$ cat config.mk
export PLATFORM = sky130hd
export DESIGN_NAME = bnn_dsram_arb
export DESIGN_NICKNAME = d
export VERILOG_FILES = /design/src/rtl/bnn_pkg.sv /design/src/rtl/bnn_dsram_arb.sv
export SDC_FILE = /design/constraint.sdc
export NUM_CORES = 1
export LEC_CHECK = 0
export ABC_CLOCK_PERIOD_IN_PS = 1700
export BUFFER_PORTS_ARGS = -buffer_cell sky130_fd_sc_hd__buf_4
export CAP_MARGIN = 40
export CORE_MARGIN = 5
export CORE_UTILIZATION = 30
export DETAILED_ROUTE_END_ITERATION = 10
export GPL_TIMING_DRIVEN = 1
export PLACE_DENSITY = 0.91
export SLEW_MARGIN = 10
export SYNTH_ARGS = -nofsm -noshare
export SYNTH_HDL_FRONTEND = slang
export SYNTH_SLANG_ARGS = --single-unit
$ cat constraint.sdc
create_clock -name clk -period 1.7 [get_ports clk]
set_input_delay 0.255 -clock clk [delete_from_list [all_inputs] [get_ports clk]]
set_output_delay 0.255 -clock clk [all_outputs]
set_load 0.05 [all_outputs]
$ cat src/rtl/bnn_pkg.sv
// Shared types and constants for the BNN data-SRAM arbiter.
// Owner tags carry an OWN_ prefix and arbiter states an ST_ prefix so their names do not collide.
package bnn_pkg;

    localparam int DSRAM_ADDR_W  = 13;
    localparam int DSRAM_CEN_BIT = 13;
    localparam int DSRAM_WEN_BIT = 14;

    typedef enum logic [1:0] {
        ST_IDLE,
        ST_PAUSE,
        ST_HOST
    } arb_state_t;

    typedef enum logic [1:0] {
        OWN_NONE,
        OWN_CORE,
        OWN_HOST
    } owner_t;

endpackage

$ cat src/rtl/bnn_dsram_arb.sv
// Single-port data-SRAM arbiter: core has priority, host is guaranteed a slot
// after a bounded wait by pausing the controller for one instruction.
//
// state    | meaning
// ST_IDLE  | core priority, host served when core idle
// ST_PAUSE | controller paused; current core access still honoured
// ST_HOST  | host priority; a colliding core access is dropped
module bnn_dsram_arb
    import bnn_pkg::*;
#(
    parameter int ADDR_W   = DSRAM_ADDR_W,
    parameter int DATA_W   = 16,
    parameter int MAX_WAIT = 4
) (
    input  logic              clk,
    input  logic              rst,
    input  logic [ADDR_W+1:0] core_ctrl,
    input  logic [DATA_W-1:0] core_wdata,
    output logic [DATA_W-1:0] core_rdata,
    output logic              core_rvalid,
    input  logic              ext_pause,
    output logic              core_pause,
    input  logic              host_valid,
    output logic              host_ready,
    input  logic              host_we,
    input  logic [ADDR_W-1:0] host_addr,
    input  logic [DATA_W-1:0] host_wdata,
    output logic [DATA_W-1:0] host_rdata,
    output logic              host_rvalid,
    output logic [ADDR_W-1:0] sram_addr,
    output logic [DATA_W-1:0] sram_d,
    output logic              sram_cen,
    output logic              sram_wen,
    input  logic [DATA_W-1:0] sram_q,
    output logic              arb_err
);

    localparam int WCNT_W = $clog2(MAX_WAIT + 1);
    localparam logic [WCNT_W-1:0] WCNT_MAX  = WCNT_W'(MAX_WAIT);
    localparam logic [WCNT_W-1:0] WCNT_TRIG = WCNT_W'(MAX_WAIT - 1);

    arb_state_t        state, state_nxt;
    owner_t            owner, owner_nxt;
    logic [WCNT_W-1:0] wcnt;
    logic              core_acc;
    logic              core_wr;
    logic              core_gnt;
    logic              host_xfer;

    assign core_acc = ~core_ctrl[ADDR_W];
    assign core_wr  = ~core_ctrl[ADDR_W+1];

    always_ff @(posedge clk) begin
        if (rst) begin
            state   <= ST_IDLE;
            owner   <= OWN_NONE;
            wcnt    <= '0;
            arb_err <= 1'b0;
        end else begin
            state <= state_nxt;
            owner <= owner_nxt;
            if (!host_valid || host_xfer)
                wcnt <= '0;
            else if (wcnt != WCNT_MAX)
                wcnt <= wcnt + 1'b1;
            if (state == ST_HOST && core_acc)
                arb_err <= 1'b1;
        end
    end

    always_comb begin
        state_nxt = state;
        case (state)
            ST_IDLE:  if (host_valid && !host_ready && wcnt >= WCNT_TRIG) state_nxt = ST_PAUSE;
            ST_PAUSE: state_nxt = ST_HOST;
            ST_HOST:  state_nxt = ST_IDLE;
            default:  state_nxt = ST_IDLE;
        endcase
    end

    // Everything combinational is gated by rst so outputs sit at reset values during reset.
    always_comb begin
        core_gnt   = !rst && core_acc && (state != ST_HOST);
        host_ready = !rst && host_valid && (state == ST_HOST || !core_acc);
        host_xfer  = host_ready;
        core_pause = !rst && (ext_pause || state == ST_PAUSE);

        sram_addr = '0;
        sram_d    = '0;
        sram_cen  = 1'b1;
        sram_wen  = 1'b1;
        owner_nxt = OWN_NONE;
        if (core_gnt) begin
            sram_addr = core_ctrl[ADDR_W-1:0];
            sram_d    = core_wdata;
            sram_cen  = 1'b0;
            sram_wen  = ~core_wr;
            if (!core_wr) owner_nxt = OWN_CORE;
        end else if (host_xfer) begin
            sram_addr = host_addr;
            sram_d    = host_wdata;
            sram_cen  = 1'b0;
            sram_wen  = ~host_we;
            if (!host_we) owner_nxt = OWN_HOST;
        end

        core_rvalid = !rst && (owner == OWN_CORE);
        host_rvalid = !rst && (owner == OWN_HOST);
        core_rdata  = core_rvalid ? sram_q : '0;
        host_rdata  = host_rvalid ? sram_q : '0;
    end

endmodule

=== Word level (Yosys, flattened, before mapping) ===
Index checks and enable logic that the tools add are counted.

* Add/subtract/negate cells: 1
* Multipliers: 0
* Divide/modulo/power cells: 0
* Magnitude comparators: 1
* Equality and inequality tests: 7
* Shift-type cells: 0
* Muxes and demuxes: 16
* Bitwise logic cells: 2
* Reductions and logical operators: 18

{| class="wikitable"
|+ Operators with widths
! kind !! count
|-
| two-way mux 16 bit || 4
|-
| two-way mux 13 bit || 2
|-
| logical AND 1 bit || 10
|-
| two-way mux 2 bit || 4
|-
| two-way mux 1 bit || 5
|-
| == test 2 x 1 -> 1 bit, second input constant || 2
|-
| == test 2 bit, second input constant || 2
|-
| inequality test 2 bit, second input constant || 2
|-
| case mux 2 bit (2 select lines) || 1
|-
| adder 3 x 1 -> 3 bit, second input constant || 1
|-
| greater-or-equal comparator 3 x 2 -> 1 bit, second input constant || 1
|-
| logical NOT 1 bit || 3
|-
| logical OR 1 bit || 3
|-
| inequality test 3 bit, second input constant || 1
|-
| logical NOT 2 bit || 1
|-
| NOT 1 bit || 2
|-
| OR reduction 2 bit || 1
|}

* Bits in registers: 8
* Bits in latches: 0
* Bits in writable memories: 0
* ROM bits: 0
* Bits of input ports: 81
* Output and inout bits: 68
* Memories kept: 0

=== Longest topological paths before layout ===
Gate-level depths: netlist of the first run.

* Depth in word-level cells: 8
* Gate-level depth with buffers: 5

=== Worst setup path before layout of the first run ===
OpenSTA, ideal clock, no wires.

* Path kind: flip-flop to output port
* Start point: reg state[1]
* End point: out sram_cen
* Arrival: 1.388 ns
* Data required time: 1.445 ns
* Slack: 0.057 ns
* Stages on the path, launching flop included: 5
* Buffers on the path: 1
* Cell sequence: dfxtp_1 -> nor2b_4 -> nor3_4 -> buf_6 -> nor2_1

* Word-level cells in the longest chain between the ends: 5
* Elaborated cells on any way between the ends: 7
* Those cells by class: 2 x eq/ne; 2 x mux; 3 x reduce/logical

{| class="wikitable"
|+ RTL lines
! element !! line !! source
|-
| from (decl) || bnn_dsram_arb.sv:42 || <nowiki>arb_state_t state, state_nxt;</nowiki>
|-
| from (signal assigned) || bnn_dsram_arb.sv:60 || <nowiki>state <= state_nxt;</nowiki>
|-
| == test 2 bit || bnn_dsram_arb.sv:84 || <nowiki>host_ready = !rst && host_valid && (state == ST_HOST || !core_acc);</nowiki>
|-
| logical OR 1 bit || bnn_dsram_arb.sv:84 ||
|-
| logical AND 1 bit || bnn_dsram_arb.sv:84 ||
|-
| two-way mux 1 bit || bnn_dsram_arb.sv:99 || <nowiki>end else if (host_xfer) begin</nowiki>
|-
| two-way mux 1 bit (*) || bnn_dsram_arb.sv:93 || <nowiki>if (core_gnt) begin</nowiki>
|-
| to (decl) || bnn_dsram_arb.sv:32 || <nowiki>output logic sram_cen,</nowiki>
|}

Every way passes the cells marked *; elsewhere a longest branch is shown, timed or not.

=== Final worst setup path of the first run ===
* Start point: reg state[1]
* End point: out sram_addr[8]

* Word-level cells in the longest chain between the ends: 5
* Elaborated cells on any way between the ends: 7
* Those cells by class: 2 x eq/ne; 2 x mux; 3 x reduce/logical

{| class="wikitable"
|+ RTL lines
! element !! line !! source
|-
| == test 2 bit || bnn_dsram_arb.sv:84 ||
|-
| logical OR 1 bit || bnn_dsram_arb.sv:84 ||
|-
| logical AND 1 bit || bnn_dsram_arb.sv:84 ||
|-
| two-way mux 13 bit || bnn_dsram_arb.sv:99 ||
|-
| two-way mux 13 bit (*) || bnn_dsram_arb.sv:93 ||
|-
| to (decl) || bnn_dsram_arb.sv:30 || <nowiki>output logic [ADDR_W-1:0] sram_addr,</nowiki>
|}

Marks and branches as above.

==> results_dict.tcl, run 1 <==
set metrics [dict create \
    insertion_delay_ns 0.25 \
    gp_congestion 0.7580 \
    wl_mm 4.517 \
    synthAdderAreaFrac 0.03708 \
    io_buffers 148 \
    internal_power_uw 547.3 \
    period_needed_ns 1.714 \
    worstSetupStartpointType "flop" \
    r2r_setup_slack_ns 0.42 \
    fillCellCount 279 \
    vias_per_cell 4.654 \
    insertedDiodeCount 0 \
    drv_cap 0 \
    p_per_area_nw_per_um2 410.4 \
    ios 149 \
    drt_iter0_markers 26 \
    cts_tree "done" \
    fin_crit_sh 1.008 \
    worstPathMaxFanout 17 \
    slew_violations 0 \
    antenna_found_initial 0 \
    synthCells 113 \
    critPathKind "reg2out" \
    synth_mux_area_frac 0.02101 \
    p_sw_frac 0.4143 \
    synth.distinct_cells 25 \
    rows 21 \
    fin_skew_ns 0.002105 \
    ctsLongestPathBuffers 2 \
    power.switching_uw 387.2 \
    slew_headroom 0.7136 \
    layout_common_cells "buf_4, and2_1, buf_6, a22o_2, a22o_1" \
    crit_arrival_ns 1.46 \
    final-setup-viol-count 17 \
    max-vdd-ir-drop_uv 311.1 \
    synthSimpleGateAreaFrac 0.3436 \
    dp_hpwl_mm 3.653 \
    instances_no_fill 306 \
    wl_per_cell_um 14.76 \
    drc_errors 0 \
    failed_checks "setup timing" \
    worst_slack_ns -0.01375 \
    rsz0062_at_grt "yes" \
    hp-class "in2reg" \
    p_leak_uw 0.001184 \
    power.total_uw 934.6 \
    synth_compound_area_frac 0.3201 \
    die_w_um 68.09 \
    setup_tns_ns -0.08101 \
    grt_usage 0.1722 \
    syn-num-nets 197 \
    multi_input_area_um2 754.5 \
    hold_violations 0 \
    placed_cells 302 \
    cts_made_buffers 3 \
    clkTransAtPathRegs_ns 0.05 \
    p_clk_frac 0.154 \
    synth_xor_area_frac 0.008653 \
    syn_to_final_growth_pct 125.0 \
    htree_levels 1 \
    hold_buffers 0 \
    root_buffer "clkbuf_4" \
    p_seq_frac 0.207 \
    outcome "finished, violations left" \
    vias 1424 \
    netlist_area_um2 1012 \
    dr.pass1.iters 4 \
    overflow 0 \
    regArea_um2 162.7 \
    end_kind "primary output" \
    ys_seq_area_frac 0.1582 \
    start_util 0.3057 \
    max_freq_mhz 583.5 \
    grt_pass1_vias 1380 \
    nNetsFinal 346 \
    layout_commonest_cell "buf_4" \
    required_ns 1.44 \
    combPwrFrac 0.639 \
    grt_max_degree 18 \
    yosysWarnings 0 \
    core_um2 3311 \
    synth_top_family_by_area "simple AND/OR/NAND/NOR gates" \
    die-area_um2 4636 \
    drive_above_1_share 0.7115 \
    die_h_um 68.09 \
    clock-sinks 8 \
    syn_avg_cell_area_um2 8.958 \
    tightest_slew_ns 0.4251 \
    antenna_left 0 \
    grt_pass1_wl_mm 6.127 \
    ys_ff_latch 8 \
]
==> cells in the mapped netlist <==
cell      number  area share
xnor2_1        1      0.0087
a211oi_1       2       0.015
or3_1          1      0.0062
nor3_4         1       0.016
buf_4          2       0.015
buf_6          7       0.078
nor2_1         3       0.011
nor3_1         3       0.015
mux2i_1        1      0.0099
a21oi_1        2      0.0099
and2_1        33        0.20
dfxtp_1        8        0.16
ha_1           3       0.037
nor3b_4        2       0.037
nor3b_1        1      0.0074
nand2_1        2      0.0074
nand2b_1       1      0.0062
a22o_2        20        0.20
mux2_2         1       0.011
o21ai_0        1      0.0049
nor2b_4        2       0.027
o21a_4         1       0.015
a22o_1         9       0.078
inv_1          5       0.019
nor2b_1        1      0.0062
==> metrics by stage <==
stage | hold WS [ns] | utilization | cell area, um^2 | worst slack [ns]
4_1_cts | 0.1606 | 0.6878 | 2277 | -0.02757
2_1_floorplan | 0.3266 | - | 1012 | 0.05670
5_1_grt | 0.1640 | 0.6878 | 2277 | -0.06994
3_3_place_gp | 0.4254 | 0.6395 | 2117 | 0.1342
6_report | 0.1707 | 0.6878 | 2277 | -0.01375
3_5_place_dp | 0.4320 | 0.6395 | 2117 | 0.1282
==> critical path, stage by stage (launching register included) <==
cell     delay, ns
dfxtp_2       0.34
nor2b_4       0.22
nor3_4        0.07
buf_6         0.16
a22o_2        0.27
buf_6         0.15
==> metal layers <==
layer,track usage,part of all wire,vias up
met5,0,0,-
met4,0.06700,0.017,0
met3,0.08703,0.20,6
met2,0.3020,0.49,106
met1,0.1722,0.29,606
li1,-,-,706
==> state kept, by name, summed over array words and instances (netlist names) <==
name,cells
wcnt,3
owner,2
state,2
arb_err,1
==> what timing repair did <==
item | in CTS | in global routing
endpoints found under the setup margin | 30 | 30
cloned | 1 | 0
pin swaps | 2 | 2
buffers inserted | 0 | 0
gates resized for setup | 35 | 0
hold endpoints to repair | 0 | 0
==> final timing paths <==
kind,start,end,cells past startpoint
worst min register to register,state[1],state[1],1
worst max-delay path,state[1],sram_addr[8],5
worst min-delay path,host_we,owner[1],2
worst max register to register,wcnt[0],state[0],5
==> power groups by stage <==
| stage | combinational, uW | clock [uW] | sequential (uW) |
|---|---|---|---|
| floorplan | 322 | 0 | 197 |
| global placement | 551 | 0 | 197 |
| detailed placement | 555 | 0 | 198 |
| CTS | 597 | 151 | 194 |
| global route | 627 | 155 | 194 |
| finish | 597 | 144 | 194 |
==> logic make-up (layout without fill, tap and decap cells) <==
logic type / Yosys count / after routing
buffers and inverters: 14 / 160
muxes: 2 / 2
adders and majority gates: 3 / 3
xor gates and xnor gates: 1 / 1
AOI/OAI and AO/OA: 35 / 36
DFF: 8 / 8
and+or+nand+nor: 50 / 50
==> layout make-up <==
class,count,share of cell area
multi-input combinational,92,0.3313
tap,46,0.02527
clock buffer,3,0.009890
inverter,5,0.008242
sequential,8,0.07143
timing repair buffer,152,0.5538
Note: power is estimated with default switching activity, not from simulation.
==> run 2: changes to the inputs <==
ABC_CLOCK_PERIOD_IN_PS = 1910   (was 1700)
clock period = 1.91 ns   (was 1.7 ns; I/O delays follow)
==> run 2 against run 1 <==
  * The run now ends clean
  * Largest power group unchanged
  * Non-clock buffer count rose by 1
  * Count of clock-buffer cells in the layout did not move
  * Utilization fell by 2.5 points
  * Sequential cell count did not move
  * Routed wire length fell by 2.4%
  * Highest routed layer unchanged
==> results_dict.tcl, run 2 (synthesized netlist as in run 1, its figures left out) <==
set metrics [dict create \
    fin_crit_sh 0.9460 \
    required_ns 1.62 \
    p_leak_uw 0.001166 \
    die_w_um 68.09 \
    top_register "wcnt" \
    grt_max_degree 32 \
    antenna_left 0 \
    slew_headroom 0.6708 \
    drv_cap 0 \
    gp_congestion 0.7908 \
    ios 149 \
    slew_violations 0 \
    vias 1441 \
    largest_reg_flops 3 \
    layout_commonest_cell "buf_4" \
    crit_chain "nor2b_4, nor3_4, buf_4, a22o_2, buf_4" \
    worstPathMaxFanout 14 \
    rsz0062_at_grt "no" \
    nNetsFinal 347 \
    hold_buffers 0 \
    dp_hpwl_mm 3.721 \
    drc_errors 0 \
    critPathTopFamily "buffers and inverters" \
    clkTransAtPathRegs_ns 0.05 \
    wl_per_cell_um 14.36 \
    ctsLongestPathBuffers 2 \
    hold_violations 0 \
    max-vdd-ir-drop_uv 237.4 \
    tightest_slew_ns 0.4886 \
    wl_mm 4.409 \
    max_freq_mhz 553.5 \
    htree_levels 1 \
    top_regs "wcnt (3), owner (2), state (2)" \
    overflow 0 \
    vias_per_cell 4.694 \
    hold_ws_ns 0.1942 \
    start_util 0.3057 \
    setup_tns_ns 0 \
    insertedDiodeCount 0 \
    clock-sinks 8 \
    hp-class "in2reg" \
    core_um2 3311 \
    cp_slowest_cell "dfxtp_2" \
    cts_tree "done" \
    cts_made_buffers 3 \
    dr.pass1.iters 4 \
    max_stage_delay_ns 0.34 \
    period_needed_ns 1.807 \
    insertion_delay_ns 0.26 \
    syn_to_final_growth_pct 116.7 \
    die_h_um 68.09 \
    worstSetupStartpointType "flop" \
    cpMostUsedCell "buf_4" \
    p_per_area_nw_per_um2 366.2 \
    grt_usage 0.1558 \
    outcome "complete, no violations" \
    io_buffers 148 \
    rows 21 \
    grt_pass1_vias 1386 \
    die-area_um2 4636 \
    cp_num_buf_inv 2 \
    critPathKind "reg2out" \
    final-setup-viol-count 0 \
    crit_arrival_ns 1.52 \
    drt_iter0_markers 19 \
    fin_skew_ns 0.005467 \
    drive_above_1_share 0.7126 \
    root_buffer "clkbuf_4" \
    end_kind "primary output" \
    layout_common_cells "buf_4, and2_1, a22o_2, a22o_1, dfxtp_1" \
    grt_pass1_wl_mm 5.602 \
    antenna_found_initial 0 \
]
==> run 2: power by group <==
part           total (uW)  switching [uW]  internal, uW  leakage [uW]
clock                 130            58.1          71.9     0.0000138
sequential            173            3.00           170     0.0000659
combinational         501             278           223       0.00109
==> run 2: per-layer routing <==
metal / global-route usage / part of all wire / wire (um)
met5: 0 / 0 / 0
met4: 0.07692 / 0.012 / 53
met3: 0.06076 / 0.16 / 714
met2: 0.2888 / 0.51 / 2229
met1: 0.1475 / 0.32 / 1412
==> run 2: per-stage QoR <==
stage	total power, uW	instances	util	instance area [um^2]	setup slack [ns]
6_report	803.3	307	0.6625	2193	0.1032
5_1_grt	850.1	307	0.6625	2193	0.02224
4_1_cts	805.9	303	0.6417	2125	0.01087
3_5_place_dp	670.3	300	0.6349	2102	0.2693
3_3_place_gp	665.0	300	0.6349	2102	0.2694
2_1_floorplan	462.0	113	-	1012	0.2352
==> run 2: final timing paths <==
check	to	cells after the start	slack [ns]	from
worst max-delay path	sram_d[4]	5	0.10	state[1]
worst min-delay path	owner[1]	2	0.19	host_we
worst max register to register	state[0]	5	0.68	wcnt[0]
worst min register to register	state[1]	1	0.43	state[1]
==> run 2: area by class of cell <==
class,instances,area [um^2]
timing repair buffer,153,1177
sequential,8,162.7
clock buffer,3,22.52
tap,46,57.56
multi-input combinational,92,754.5
inverter,5,18.77
fill,281,1117
==> run 2: timing repair <==
action                     CTS  global route
setup endpoints to repair    0            61
hold endpoints to repair     0             0
resized for setup            0             4
buffers inserted             0             3
==> run 3: changes to the inputs <==
ABC_CLOCK_PERIOD_IN_PS = 1800   (was 1910)
clock period = 1.8 ns   (was 1.91 ns; I/O delays follow)
==> run 3 against run 2 <==
  * Routed wire length increased by 2.3%
  * Sequential power up 6%
  * Non-clock buffer count unchanged
  * Worst setup slack worse by 0.025 ns
  * Power is 8.2% higher
  * Clock power up 5%
  * Global-route usage rose by 0.38 points
  * Cell count unchanged
  * Die area did not move
  * Critical path type unchanged
  * Final area grew 2.1%
  * Largest cell class unchanged
==> results_dict.tcl, run 3 (synthesized netlist as in run 1, its figures left out) <==
set metrics [dict create \
    outcome "complete, no violations" \
    rows 21 \
    max_stage_delay_ns 0.32 \
    top_regs "wcnt (3), owner (2), state (2)" \
    htree_levels 1 \
    p_sw_frac 0.4173 \
    cp-endpoint "sram_addr[10]" \
    power.switching_uw 362.7 \
    combPwrFrac 0.634 \
    crit_arrival_ns 1.45 \
    cp.depth 5 \
    cts_made_buffers 3 \
    rsz0062_at_grt "no" \
    grt_pass1_wl_mm 5.740 \
    utilization 0.6765 \
    dr.pass1.iters 4 \
    drive_above_1_share 0.7126 \
    start_util 0.3057 \
    fin_crit_sh 0.9563 \
    insertedDiodeCount 0 \
    slew_violations 0 \
    end_kind "primary output" \
    ctsLongestPathBuffers 2 \
    die-area_um2 4636 \
    dp_hpwl_mm 3.686 \
    place_area_um2 2117 \
    crit_chain "nor2b_4, nor3_4, buf_6, a22o_2, buf_4" \
    p_per_area_nw_per_um2 388.1 \
    vias_per_cell 4.655 \
    fin_skew_ns 0.001582 \
    setup_tns_ns 0 \
    nNetsFinal 347 \
    cp_slowest_cell "dfxtp_2" \
    gp_congestion 0.7840 \
    cp_num_buf_inv 2 \
    hp-class "in2reg" \
    rr_endpoint "state[0]" \
    final_area_um2 2240 \
    hold_violations 0 \
    wl_per_cell_um 14.69 \
    worst_slack_ns 0.07861 \
    fillCellCount 282 \
    grt_pass1_vias 1320 \
    final-setup-viol-count 0 \
    critPathLaunch "state[1]" \
    antenna_found_initial 0 \
    vias 1429 \
    max_freq_mhz 580.9 \
    critPathKind "reg2out" \
    die_h_um 68.09 \
    largest_reg_flops 3 \
    overflow 0 \
    period_needed_ns 1.721 \
    required_ns 1.53 \
    r2r_setup_slack_ns 0.55 \
    tightest_slew_ns 0.4428 \
    p_clk_frac 0.156 \
    ios 149 \
    r2r_cells 5 \
    multi_input_area_um2 754.5 \
    antenna_left 0 \
    worstPathMaxFanout 14 \
    p_seq_frac 0.210 \
    top_register "wcnt" \
    die_w_um 68.09 \
    cts_tree "done" \
    max-vdd-ir-drop_uv 298.4 \
    hold_ws_ns 0.1806 \
    critPathTopFamily "buffers and inverters" \
    dpl_worst_slack_ns 0.1893 \
    layout_commonest_cell "buf_4" \
    wl_mm 4.511 \
    grt_usage 0.1595 \
    io_buffers 148 \
    drv_cap 0 \
    p_leak_uw 0.001178 \
    root_buffer "clkbuf_4" \
    r2r_start "wcnt[0]" \
    slew_headroom 0.7017 \
    core_um2 3311 \
    hold_path_depth 2 \
    drt_iter0_markers 19 \
    grt_max_degree 18 \
    worstSetupStartpointType "flop" \
    drc_errors 0 \
    insertion_delay_ns 0.25 \
    clock-sinks 8 \
    internal_power_uw 506.5 \
    clkTransAtPathRegs_ns 0.05 \
    layout_common_cells "buf_4, and2_1, a22o_2, buf_6, a22o_1" \
    regArea_um2 162.7 \
    syn_to_final_growth_pct 121.3 \
]
-- run 3: cell counts in the layout (fill, tap and decap cells not counted) --
No cell type changed its count.
-- run 3: worst register-to-register path: stages (launching register included) --
cell,delay (ns)
dfxtp_1,0.39
ha_1,0.17
ha_1,0.14
a211oi_1,0.04
or3_1,0.30
nor3_1,0.13
-- run 3: repair_timing --
action                                  4_1_cts  5_1_grt
gates resized for setup                       4       19
endpoints found under the setup margin       29       29
pin swaps                                     1        0
hold buffers                                  0        0
cloned                                        1        0
buffers inserted                              0        1
hold endpoints to repair                      0        0
-- run 3: area by class of cell --
| class | count | area share |
|---|---|---|
| multi-input combinational | 92 | 0.3369 |
| timing repair buffer | 153 | 0.5464 |
| clock buffer | 3 | 0.01006 |
| sequential | 8 | 0.07263 |
| inverter | 5 | 0.008380 |
| tap | 46 | 0.02570 |
-- run 3: worst min-delay path by stage --
stage / from / to / slack, ns
3_5_place_dp: host_we / owner[1] / 0.44
3_3_place_gp: host_we / owner[1] / 0.44
4_1_cts: host_we / owner[1] / 0.18
6_report: host_we / owner[1] / 0.18
5_1_grt: host_we / owner[1] / 0.18
2_1_floorplan: host_we / owner[1] / 0.34
-- run 3: power by group through the flow --
stage | Sequential (uW) | Clock, uW | Combinational, uW
after detailed placement | 187 | 0 | 525
after global routing | 183 | 148 | 578
after CTS | 183 | 138 | 531
after floorplan | 186 | 0 | 304
after global placement | 187 | 0 | 520
final | 183 | 136 | 551
-- run 3: layer usage --
layer / track usage / wire, um
met3: 0.04762 / 701
met2: 0.3045 / 2354
met5: 0 / 0
met4: 0.04467 / 40
met1: 0.1662 / 1414
-- run 3: through the flow --
stage / power [uW] / cells
after floorplan: 490.2 / 113
after global placement: 706.5 / 302
after detailed placement: 711.6 / 302
after CTS: 851.7 / 306
after global routing: 908.5 / 307
final: 869.3 / 307
